<file path="config.mk">
export PLATFORM = sky130hd
export DESIGN_NAME = mem_copy_dma
export DESIGN_NICKNAME = d
export VERILOG_FILES = /design/src/rtl/mem_pkg.sv /design/src/rtl/mem_copy_dma.sv
export SDC_FILE = /design/constraint.sdc
export NUM_CORES = 1
export LEC_CHECK = 0
export ABC_AREA = 1
export BUFFER_PORTS_ARGS = -buffer_cell sky130_fd_sc_hd__buf_2
export CAP_MARGIN = 20
export CORE_AREA = 8 8 130 132
export DETAILED_ROUTE_END_ITERATION = 6
export DIE_AREA = 0 0 138 140
export GPL_TIMING_DRIVEN = 0
export HOLD_SLACK_MARGIN = 0.12
export PLACE_DENSITY_LB_ADDON = 0.08
export SETUP_SLACK_MARGIN = 0.2
export SYNTH_ARGS = -nofsm -noshare
export SYNTH_HDL_FRONTEND = slang
export SYNTH_SLANG_ARGS = --single-unit
</file>
<file path="constraint.sdc">
create_clock -name clk -period 3.3 [get_ports clk]
set_input_delay 0.495 -clock clk [delete_from_list [all_inputs] [get_ports clk]]
set_output_delay 0.495 -clock clk [all_outputs]
set_load 0.03 [all_outputs]
</file>
<file path="src/rtl/mem_pkg.sv">
// Shared memory-port encodings and DMA state constants, used by the copy engine
// and the data memory.
package mem_pkg;

   localparam logic [1:0] MEM_IDLE  = 2'b00;
   localparam logic [1:0] MEM_WRITE = 2'b01;
   localparam logic [1:0] MEM_READ  = 2'b10;

   typedef logic [1:0] dma_state_t;

   localparam dma_state_t DMA_IDLE  = 2'd0;
   localparam dma_state_t DMA_READ  = 2'd1;
   localparam dma_state_t DMA_WRITE = 2'd2;
   localparam dma_state_t DMA_DONE  = 2'd3;

endpackage

</file>
<file path="src/rtl/mem_copy_dma.sv">
// Bus-master block copy engine: one read cycle then one write cycle per word.
// Optional block-fill mode is enabled by defining MEM_COPY_FILL_EN.
module mem_copy_dma
   import mem_pkg::*;
#(
   parameter int ADDR_W = 32,
   parameter int DATA_W = 32,
   parameter int LEN_W  = 13
) (
   input  logic              clk,
   input  logic              reset,
   input  logic              start,
   input  logic [ADDR_W-1:0] src_addr,
   input  logic [ADDR_W-1:0] dst_addr,
   input  logic [LEN_W-1:0]  length,
`ifdef MEM_COPY_FILL_EN
   input  logic              fill,
   input  logic [DATA_W-1:0] fill_value,
`endif
   output logic              busy,
   output logic              done,
   output logic [ADDR_W-1:0] mem_address,
   output logic [DATA_W-1:0] mem_data_in,
   output logic [1:0]        mem_inst,
   input  logic [DATA_W-1:0] mem_data_out
);

   dma_state_t        state;
   logic [ADDR_W-1:0] src_r;
   logic [ADDR_W-1:0] dst_r;
   logic [LEN_W-1:0]  len_r;
   logic [LEN_W-1:0]  idx;
   logic [DATA_W-1:0] hold;
   logic              start_fill;
   logic              fill_mode;
   logic [DATA_W-1:0] write_data;
   logic              last_word;

`ifdef MEM_COPY_FILL_EN
   logic              fill_r;
   logic [DATA_W-1:0] fill_value_r;

   always_ff @(posedge clk) begin
      if (reset) begin
         fill_r       <= 1'b0;
         fill_value_r <= '0;
      end else if (state == DMA_IDLE && start) begin
         fill_r       <= fill;
         fill_value_r <= fill_value;
      end
   end

   assign start_fill = fill;
   assign fill_mode  = fill_r;
   assign write_data = fill_r ? fill_value_r : hold;
`else
   assign start_fill = 1'b0;
   assign fill_mode  = 1'b0;
   assign write_data = hold;
`endif

   assign last_word = ((idx + LEN_W'(1)) == len_r);

   // Fill mode bypasses READ entirely, so each word costs a single WRITE cycle.
   always_ff @(posedge clk) begin
      if (reset) begin
         state <= DMA_IDLE;
         src_r <= '0;
         dst_r <= '0;
         len_r <= '0;
         idx   <= '0;
         hold  <= '0;
      end else begin
         case (state)
            DMA_IDLE: begin
               if (start) begin
                  if (length != '0) begin
                     src_r <= src_addr;
                     dst_r <= dst_addr;
                     len_r <= length;
                     idx   <= '0;
                     state <= start_fill ? DMA_WRITE : DMA_READ;
                  end else begin
                     state <= DMA_DONE;
                  end
               end
            end
            DMA_READ: begin
               hold  <= mem_data_out;
               state <= DMA_WRITE;
            end
            DMA_WRITE: begin
               idx <= idx + LEN_W'(1);
               if (last_word) begin
                  state <= DMA_DONE;
               end else begin
                  state <= fill_mode ? DMA_WRITE : DMA_READ;
               end
            end
            default: begin
               state <= DMA_IDLE;
            end
         endcase
      end
   end

   // Memory port is decoded purely from registered state, never from start.
   always_comb begin
      busy        = 1'b0;
      done        = 1'b0;
      mem_inst    = MEM_IDLE;
      mem_address = '0;
      mem_data_in = '0;
      case (state)
         DMA_READ: begin
            busy        = 1'b1;
            mem_inst    = MEM_READ;
            mem_address = src_r + ADDR_W'(idx);
         end
         DMA_WRITE: begin
            busy        = 1'b1;
            mem_inst    = MEM_WRITE;
            mem_address = dst_r + ADDR_W'(idx);
            mem_data_in = write_data;
         end
         DMA_DONE: begin
            done = 1'b1;
         end
         default: begin
            busy = 1'b0;
         end
      endcase
   end

endmodule

</file>
==> qor.csv <==
stage,metric,value,unit
status,run_status,"complete, but fails checks",
status,violations,setup timing,
timing,fin_tns_setup,-13.02,ns
drt,post_drt_wl_per_cell,16.4,um
layout,area_delta_synth_final,42.6,%
layout,final_common_cell,nand2_1,
worst_setup_path,crit_slowest_cell,dfxtp_4,
synth,async_reset_ff_share,0,%
placed_design,place_ws,-0.643,ns
synth,synth_warnings,0,
clock_network,cts.path.max_buffers,2,
pwr,clkPwrFrac,33.2,%
worst_hold_path,hold_path_class,input pin to flip-flop,
placed_design,place_congestion,0.909,
run,maxCapViolCount,0,
synth,synth_fp_nets,1191,
timing,finClkSkew,0.0106,ns
clock_network,cts_tree,done,
synth,synth_cell_types,41,
worst_setup_path,crit_arrival,3.43,ns
placed_design,numPortBuffers,178,
worst_setup_path,r2r_setup_slack,1.01,ns
timing,fin_crit_sh,119,%
layout,mostFrequentLayoutCells,"nand2_1 (326), buf_2 (160), dfxtp_1 (122), a21oi_1 (108), inv_1 (92)",
timing,final.setup.worst_slack,-0.627,ns
global_route,grt.total_usage,24.3,%
clock_network,cts.sinks,124,
synth,ys.flop_type,dfxtp_1,
worst_setup_path,crit_required,2.80,ns
worst_setup_path,rr_endpoint,dst_r[10],
worst_setup_path,cp-start-kind,flip-flop,
timing,max_freq,255,MHz
drt,drtIter0Drc,635,
worst_setup_path,max_stage_delay,0.36,ns
worst_hold_path,whs_path_depth,3,
global_route,grt_pass1_wl,38500,um
drt,via_count,7838,
pwr,p_sw_share,35.5,%
timing,slew_headroom,51.5,%
floorplan,placement_rows,45,
pwr,pwr-share-seq,35.8,%
timing,setup_violations,28,
clock_network,cts_root_buf,clkbuf_16,
synth,syn-cell-area,0.00694,mm2
drt,drc_errors,0,
drt,firstDrtPassIters,5,
drt,wl,24600,um
floorplan,die_h,140,um
worst_setup_path,crit_fanout,6,
floorplan,die_width,138,um
timing,hold_viol,0,
layout,drive_gt1_share,32.7,%
layout,nets,1433,
worst_setup_path,end_kind,primary output,
synth,synth-seq-cells,124,
pwr,peakVddDrop,493,uV
worst_setup_path,r2r_start,state[0],
worst_setup_path,cp_cell_sequence,"inv_4, ha_4, buf_12, buf_12, buf_12, buf_8, nand2_4, nand2_4, ha_4, fa_2, nand2_1, inv_1, nand2_1, nand2_2, a21oi_4, o21bai_4, nand2_4, nand2_4, nand3_4, nor2_4, nand2_2, nand2_2, nor2_4, buf_6",
global_route,grt_overflow,0,
clock_network,insertion_delay,0.42,ns
clock_network,numCtsBuffers,17,
worst_setup_path,reg2reg_depth,9,
global_route,grt_max_degree,17,
timing,rsz0062_at_grt,yes,
floorplan,dieArea,0.0193,mm2
timing,maxSlewViolCount,0,
floorplan,initial_core_util,46.7,%
clock_network,htreeDepth,4,
pwr,intPower,3140,uW
layout,fillCellCount,1335,
placed_design,dp_hpwl,17700,um
timing,worstMarginPinSlew,0.720,ns
floorplan,core-area,0.0149,mm2
drt,vias_per_cell,5.24,
worst_setup_path,critical_path.top_delay_family,simple AND/OR/NAND/NOR gates,
drt,ant_nets,0,
worst_setup_path,cp_num_buf_inv,7,
worst_hold_path,worstHoldStart,dst_addr[28],
layout,utilization,66.6,%
global_route,grt_pass1_vias,7624,
synth,yosysSeqAreaShare,35.7,%
timing,fin_crit,3.93,ns
floorplan,pin_count,180,
pwr,power_leakage,0.00443,uW
pwr,p_sw,1730,uW
clock_network,cts_hold_buffers,0,
worst_setup_path,path_class,flip-flop to primary output,
synth,synth_area_per_cell,6.58,um2
global_route,antenna_found_initial,3,
worst_setup_path,cpMostUsedCell,nand2_4,
clock_network,path_clk_slew,0.06,ns
synth,synth_edf_count,0,
pwr,power_frac_comb,31.0,%
synth,synthCells,1056,
pwr,power.density,492,mW/mm2
worst_hold_path,hold_end,dst_r[28],
worst register-to-register path: stages (launching register included):
cell and delay (ns):
dfxtp_4 0.35, inv_4 0.06, buf_4 0.09, buf_4 0.09, ha_1 0.19, nand3_2 0.24, inv_2 0.23, clkbuf_1 0.54
nand2_1 0.24, a21oi_1 0.18
logic make-up after synthesis:
| group | share of synthesized area (%) |
|---|---|
| flops | 35.7 |
| xor+xnor | 1.14 |
| simple gates | 32.0 |
| mux | 0.144 |
| fa+ha+maj | 4.25 |
| compound gates | 17.5 |
| buf+inv | 9.24 |
sequential cells by signal, indices dropped and copies added (netlist names):
register and count:
src_r 32, hold 32, idx 13, state 2, len_r 13, dst_r 32
stage by stage:
stage          std cells  area (um2)  power [uW]  hold WS (ns)
3_5_place_dp        1423        8420        3090         0.454
6_report            1496        9900        4870         0.324
5_1_grt             1495        9900        5100         0.323
4_1_cts             1479        9620        4820         0.315
3_3_place_gp        1422        8410        3070         0.449
2_1_floorplan       1056        7280        2670         0.439
metal layers:
layer	global-route usage (%)	wire length, um	vias to the layer above	part of all wire [%]
met5	0	23	-	0.094
met3	8.45	2140	42	8.7
li1	-	-	3910	-
met4	8.35	589	4	2.4
met2	39.1	11300	289	46
met1	29.6	10500	3593	43
how the worst max path moves through the flow:
stage / end / slack (ns) / startpoint / cells after the start
2_1_floorplan: mem_address[24] / -0.12 / state[0] / 21
3_3_place_gp: mem_address[26] / -0.64 / state[1] / 21
3_5_place_dp: mem_address[26] / -0.64 / state[1] / 21
4_1_cts: mem_address[26] / -0.55 / state[0] / 24
5_1_grt: mem_address[26] / -0.74 / state[0] / 24
6_report: mem_address[26] / -0.63 / state[0] / 24
Yosys cell counts (7+ instances only):
cell | number | area share, %
nand3_1 | 45 | 3.2
buf_2 | 12 | 0.86
buf_1 | 13 | 0.70
a21oi_1 | 134 | 9.7
dfxtp_1 | 124 | 36
ha_1 | 22 | 4.0
nand2_1 | 353 | 19
a211oi_1 | 24 | 2.6
nor2_1 | 65 | 3.5
nor3_1 | 12 | 0.86
nand4_1 | 19 | 1.7
o21ai_0 | 26 | 1.9
o21ai_2 | 11 | 1.4
inv_1 | 97 | 5.2
o21ai_1 | 7 | 0.50
clkbuf_1 | 26 | 1.4
power by group through the flow:
stage | Clock (uW) | Sequential [uW] | Combinational, uW
after detailed placement | 0 | 1770 | 1320
after floorplan | 0 | 1750 | 915
after global placement | 0 | 1770 | 1300
after global routing | 1690 | 1760 | 1640
final | 1620 | 1740 | 1510
after CTS | 1630 | 1740 | 1460
layout make-up:
cell class / instances / area [um2] / area share, %
multi-input cells: 774 / 4520 / 45.7
flip-flops and latches: 124 / 2490 / 25.1
repair buffers: 223 / 1440 / 14.5
clock buffers: 19 / 443 / 4.47
inverters: 102 / 390 / 3.94
plain buffers: 56 / 335 / 3.39
well taps: 188 / 235 / 2.38
clock inverters: 9 / 52.6 / 0.531
diodes: 1 / 2.50 / 0.0253
repair_timing:
action | 4_1_cts | 5_1_grt
resized for setup | 125 | 48
pin swaps | 29 | 34
buffers inserted | 28 | 16
setup endpoints to repair | 41 | 31
No activity file was read; power rests on OpenSTA's default activity.
